<file path="src/rtl/alu_share_arbiter.sv">
// alu_share_arbiter: lets two requesters share one combinational ALU.
// One operation is in flight at a time, moving through IDLE -> EXEC -> RESP.
// The optional macro ALU_ARB_RR_EN selects round-robin arbitration.
// Without it, requester 0 always wins a tie.
// The IDLE_ZERO parameter chooses whether the ALU operand/control outputs
// are forced to zero outside EXEC, or keep showing the last latched operation.
module alu_share_arbiter #(
  parameter int unsigned IDLE_ZERO = 1
) (
  input  logic         clk,
  input  logic         rst_n,
  input  logic         req0_valid,
  output logic         req0_ready,
  input  logic [3:0]   req0_op,
  input  logic [1:0]   req0_sel,
  input  logic [127:0] req0_src,
  output logic         rsp0_valid,
  input  logic         rsp0_ready,
  output logic [31:0]  rsp0_result,
  input  logic         req1_valid,
  output logic         req1_ready,
  input  logic [3:0]   req1_op,
  input  logic [1:0]   req1_sel,
  input  logic [127:0] req1_src,
  output logic         rsp1_valid,
  input  logic         rsp1_ready,
  output logic [31:0]  rsp1_result,
  output logic [3:0]   alu_op,
  output logic         d1_sel,
  output logic         d2_sel,
  output logic [31:0]  rs1_data,
  output logic [31:0]  rs2_data,
  output logic [31:0]  immediate,
  output logic [31:0]  pc,
  input  logic [31:0]  alu_result
);

  typedef enum logic [1:0] {S_IDLE, S_EXEC, S_RESP} state_e;

  state_e         state_q, state_d;
  logic [3:0]     op_q;
  logic [1:0]     sel_q;
  logic [127:0]   src_q;
  logic           owner_q;
  logic [31:0]    result_q;
  logic           grant0, grant1, accept, winner, handshake, drive_alu;

`ifdef ALU_ARB_RR_EN
  logic           ptr_q;   // preferred requester when both are valid
`endif

  // Arbitration: grants are only possible in IDLE and never while reset is held.
  always_comb begin
    grant0 = 1'b0;
    grant1 = 1'b0;
    if (state_q == S_IDLE && rst_n) begin
      if (req0_valid && req1_valid) begin
`ifdef ALU_ARB_RR_EN
        grant0 = ~ptr_q;
        grant1 = ptr_q;
`else
        grant0 = 1'b1;
`endif
      end else begin
        grant0 = req0_valid;
        grant1 = req1_valid;
      end
    end
  end

  assign accept    = grant0 | grant1;
  assign winner    = grant1;
  assign handshake = (state_q == S_RESP) && (owner_q ? rsp1_ready : rsp0_ready);

  // State register.
  always_ff @(posedge clk or negedge rst_n) begin
    if (!rst_n) state_q <= S_IDLE;
    else        state_q <= state_d;
  end

  // Next-state logic: EXEC lasts exactly one cycle; RESP waits for the owner's handshake.
  always_comb begin
    state_d = state_q;
    case (state_q)
      S_IDLE:  if (accept) state_d = S_EXEC;
      S_EXEC:  state_d = S_RESP;
      S_RESP:  if (handshake) state_d = S_IDLE;
      default: state_d = S_IDLE;
    endcase
  end

  // Latch the winner's payload on accept and capture the ALU result in EXEC.
  always_ff @(posedge clk or negedge rst_n) begin
    if (!rst_n) begin
      op_q     <= '0;
      sel_q    <= '0;
      src_q    <= '0;
      owner_q  <= 1'b0;
      result_q <= '0;
    end else begin
      if (accept) begin
        op_q    <= winner ? req1_op  : req0_op;
        sel_q   <= winner ? req1_sel : req0_sel;
        src_q   <= winner ? req1_src : req0_src;
        owner_q <= winner;
      end
      if (state_q == S_EXEC) result_q <= alu_result;
    end
  end

`ifdef ALU_ARB_RR_EN
  // Round-robin pointer: after each accept, prefer the requester that lost.
  always_ff @(posedge clk or negedge rst_n) begin
    if (!rst_n)      ptr_q <= 1'b0;
    else if (accept) ptr_q <= ~winner;
  end
`endif

  assign drive_alu = (state_q == S_EXEC) || (IDLE_ZERO == 0);

  // Outputs: handshakes, owner-only response, and the shared ALU drive.
  always_comb begin
    req0_ready  = grant0;
    req1_ready  = grant1;
    rsp0_valid  = (state_q == S_RESP) && !owner_q;
    rsp1_valid  = (state_q == S_RESP) &&  owner_q;
    rsp0_result = rsp0_valid ? result_q : 32'd0;
    rsp1_result = rsp1_valid ? result_q : 32'd0;
    alu_op      = 4'd0;
    d1_sel      = 1'b0;
    d2_sel      = 1'b0;
    rs1_data    = 32'd0;
    rs2_data    = 32'd0;
    immediate   = 32'd0;
    pc          = 32'd0;
    if (drive_alu) begin
      alu_op    = op_q;
      d1_sel    = sel_q[1];
      d2_sel    = sel_q[0];
      rs1_data  = src_q[127:96];
      rs2_data  = src_q[95:64];
      immediate = src_q[63:32];
      pc        = src_q[31:0];
    end
  end

endmodule

</file>
<file path="config.mk">
export PLATFORM = sky130hd
export DESIGN_NAME = alu_share_arbiter
export DESIGN_NICKNAME = d
export VERILOG_FILES = /design/src/rtl/alu_share_arbiter.sv
export SDC_FILE = /design/constraint.sdc
export NUM_CORES = 1
export LEC_CHECK = 0
export CORE_AREA = 2 2 200 202
export CTS_CLUSTER_DIAMETER = 60
export CTS_CLUSTER_SIZE = 25
export DETAILED_ROUTE_END_ITERATION = 16
export DIE_AREA = 0 0 202 204
export SYNTH_ARGS = -nofsm -noshare
export SYNTH_HDL_FRONTEND = slang
export SYNTH_SLANG_ARGS = --single-unit
</file>
<file path="constraint.sdc">
create_clock -name clk -period 3.6 [get_ports clk]
set_clock_uncertainty 0.05 [all_clocks]
set_input_delay 0.72 -clock clk [delete_from_list [all_inputs] [get_ports clk]]
set_output_delay 0.72 -clock clk [all_outputs]
set_load 0.03 [all_outputs]
</file>
# After elaboration in Yosys (flattened, before gate mapping)
# Cells that the tools add are included.
dict set report totals {
  output_inout_bits 202
  inputBits 306
  word_cells 39
  register_bits 169
}
dict set report op_classes {
  n_bitwise 1
  n_reduce_logical 8
  n_mux 20
  eq_ne 4
}
# op count
set ops {}
lappend ops {{$mux W32} 6}
lappend ops {{$mux W128} 1}
lappend ops {{$mux W4} 2}
lappend ops {{$mux W1} 7}
lappend ops {{$mux W2} 3}
lappend ops {{$pmux W2 S3} 1}
lappend ops {{$logic_and A1 B1 Y1} 5}
lappend ops {{$ne A2 B2 Y1 const B} 2}
lappend ops {{$eq A2 B1 Y1 const B} 1}
lappend ops {{$eq A2 B2 Y1 const B} 1}
lappend ops {{$logic_not A2 Y1} 1}
lappend ops {{$reduce_and A2 Y1} 1}
lappend ops {{$logic_not A1 Y1} 1}
lappend ops {{$or A1 B1 Y1} 1}

# Logic depth before layout (Yosys ltp)
dict set report logic_depth {
  ltp_word 6
  ltp_mapped 6
}

# Worst setup path after synthesis
# Ideal clock, no wire load.
dict set report synth_path {
  kind {input-to-output}
  start {input req0_valid}
  end {output req1_ready}
  path_stages 5
  arrival_time_ps 1710
  slack_ps 1120
  n_path_buf 3
  path_cell_list {nand2b_1 buf_6 buf_6 buf_6 nor2b_1}
}
dict set report synth_via {
  elab_chain_cells 3
}
# item line_no
set synth_rtl {}
lappend synth_rtl {{start: declaration} 12} ;# input logic req0_valid,
lappend synth_rtl {{$logic_and A1 B1 Y1} 57} ;# if (req0_valid && req1_valid) begin
lappend synth_rtl {{$mux W1} 57}
lappend synth_rtl {{$mux W1} 56} ;# if (state_q == S_IDLE && rst_n) begin
lappend synth_rtl {{end: declaration} 21} ;# output logic req1_ready,
# Every way passes these cells.

# Worst setup path after layout
dict set report layout_path {
  start {register state_q[1]}
  end {output immediate[24]}
}
dict set report layout_via {
  elab_chain_cells 2
}
# item line_no
set layout_rtl {}
lappend layout_rtl {{start: declaration} 40} ;# state_e state_q, state_d;
lappend layout_rtl {{start signal: assignment} 78} ;# else state_q <= state_d;
lappend layout_rtl {{$eq A2 B1 Y1} 119} ;# assign drive_alu = (state_q == S_EXEC) || (IDLE_ZERO == 0);
lappend layout_rtl {{$mux W32} 136} ;# if (drive_alu) begin
lappend layout_rtl {{end: declaration} 33} ;# output logic [31:0] immediate,
# Every way passes these cells.

==> out/results.txt <==
status: completed
CTS Buffer Depth: 2
CP startpoint: state_q[1]
Site Rows: 73
worst hold slack: 108.9 ps
vias per cell: 4.133
vias in the first global route: 7794
Final WS setup: 431.5 ps
Util after Layout: 0.4063
I/O Pins: 508
mux cell area share after synthesis: 0.3899
Core ar.: 39180 sq um
dpl ws: 683.2 ps
async set-or-reset flop fraction in the synthesized netlist: 1.000
clock latency on the worst-skew pair: 430 ps
first-pass GRT wire length: 46.29 mm
CTS Sinks: 169
final count of negative-setup-slack endpoints: 0
Yosys warning total: 0
HPWL after DPL: 23.39 mm
routing usage on met1: 0.1774
cell count after synthesis: 736
post-route cell area: 15920 sq um
Post-Synth XOR/XNOR Area: 0
startpoint types: flop
die height: 204 microns
Slew HR: 0.3527
# DRC: 0
Tightest Hold Check Type: input pin to asynchronous set/reset pin
unique cell type count in the Yosys netlist: 16
Synth Flop Type: dfrtp_1
Pleak: 6.526 nW
critical path type: flop to output pin
synth cell count leaders: 203 x mux2_2, 199 x and2_1, 169 x dfrtp_1, 98 x mux2_4, 22 x clkbuf_1
CTS tree: built
CP Capture Type: output pin
syn nets: 1042
Mapped Area: 9635 sq um
Initial Util: 0.2459
final worst-path cycle share: 0.8802
drt pass-1 iters: 4
largest family of logic cells by synthesized area: multiplexers
synthesis-to-layout area growth: 65.21%
required time worst endpoint: 2830 ps
Power Density: 618.5 nW/um^2
RSZ-0062 raised after global routing: false
cts repair resizes: 0
min cycle time layout: 3169 ps
total inserted antenna cells: 0
WL per Instance: 17.31 microns
Syn Area/Cell: 13.09 sq um
CTS H-tree depth: 4
PortBufs: 507
Seq/Total Area, Yosys: 0.4389
Routed Antenna Nets: 0
Placer Congestion: 0.8099
simple-gate share of the synthesized area: 0.1343
share of the synthesized area in the top cell type: 0.4389
cts bufs inserted: 17
Fin. Hold Viols: 0
register bit total from synthesis: 169
synth top area cells: dfrtp_1 44%, mux2_2 24%, mux2_4 15%
fin. max-slew vios: 0
post-CTS setup repair buffer count: 0
gr busiest metal: met2
placed cell areas: 15370 sq um
GRT Resource Usage Total: 0.1468
Peak VDD IR: 0.3171 mV
NumNets Final: 1538
cell taking the most area after synthesis: dfrtp_1
CP max FO: 88
pin count of the biggest net entering global routing: 89
adder-cell share of the synthesized area: 0
total negative slack: 0 ps
initial antenna violation count: 0
Total Wirelength: 30.63 mm
CTS Hold Bufs: 0
critical path arrival: 2400 ps
M3 GR Usage: 0.04129
Root Buffer: clkbuf_16
post-synthesis compound-gate area fraction: 0.002078
achievable clock frequency: 315.6 MHz
Clock Pin Slew Worst Setup and Hold Paths: 70 ps
Worst R2R Start: state_q[1]
chip width: 202 microns
via count: 7315
ratio of cells with drive above 1 in the final layout: 0.2924
grt ovf: 0
most instantiated library cell after synthesis: mux2_2
Post-synth EDFFs: 0
Slew @ Worst Pin: 970.9 ps
drt initial violations: 216
die area: 41210 sq um
max_cap viols: 0
met2 Use GR: 0.2525
## path summary, 6_finish.rpt
check	to	slack, ps	cells after the start
worst min-delay path	src_q[126]	110	1
worst min register to register	src_q[111]	450	1
worst max-delay path	immediate[24]	430	4
max in group asynchronous	src_q[97]	2100	2
worst max register to register	src_q[12]	1380	4
min in group clk	src_q[111]	450	1
## per-layer routing
metal / share of wire / routed length, microns
met2: 0.51 / 15530
met4: 0.020 / 599
met5: 0 / 0
met1: 0.42 / 12740
met3: 0.057 / 1752
## registers in the layout, summed over array words and instances (netlist names)
signal and cells:
op_q 4, state_q 2, sel_q 2, src_q 128, owner_q 1, result_q 32
## report_power, final
group          switching [mW]  internal [mW]
clock                   0.806          0.956
combinational            2.14           2.57
sequential              0.511           2.87
## area by class of cell
type | count | area (sq um)
inverters | 1 | 3.754
fillers | 3781 | 23260
clock buffers | 22 | 484.2
repair buffers | 532 | 5384
clock inverters | 10 | 67.56
multi-input cells | 511 | 5094
flip-flops and latches | 169 | 4229
well taps | 525 | 656.9
## metrics by stage
stage / instances / power (mW)
after CTS: 1770 / 10.01
final: 1770 / 9.846
after floorplan: 736 / 6.232
after detailed placement: 1738 / 8.180
after global placement: 1738 / 8.104
after global routing: 1770 / 10.43
## placed cells by master (no fill, tap or decap), types with 4 or more instances in the layout
cell / count
clkbuf_8: 4
clkdlybuf4s50_1: 504
clkbuf_16: 17
buf_12: 10
clkinv_2: 5
and2_1: 199
buf_4: 17
dfrtp_1: 169
mux2_4: 98
mux2_2: 203
## worst max-delay path, cell delays in order, from the launching register on
cell and delay (ps):
dfrtp_1 430, nor2b_4 190, buf_12 290, and2_1 240, clkdlybuf4s50_1 730
## cells by family (layout without fill, tap and decap cells)
kind of cell | after synthesis | count (layout)
flops | 169 | 169
simple gates | 207 | 207
buf+inv | 56 | 565
mux | 301 | 301
compound gates | 3 | 3
(Power assumes the default switching activity.)
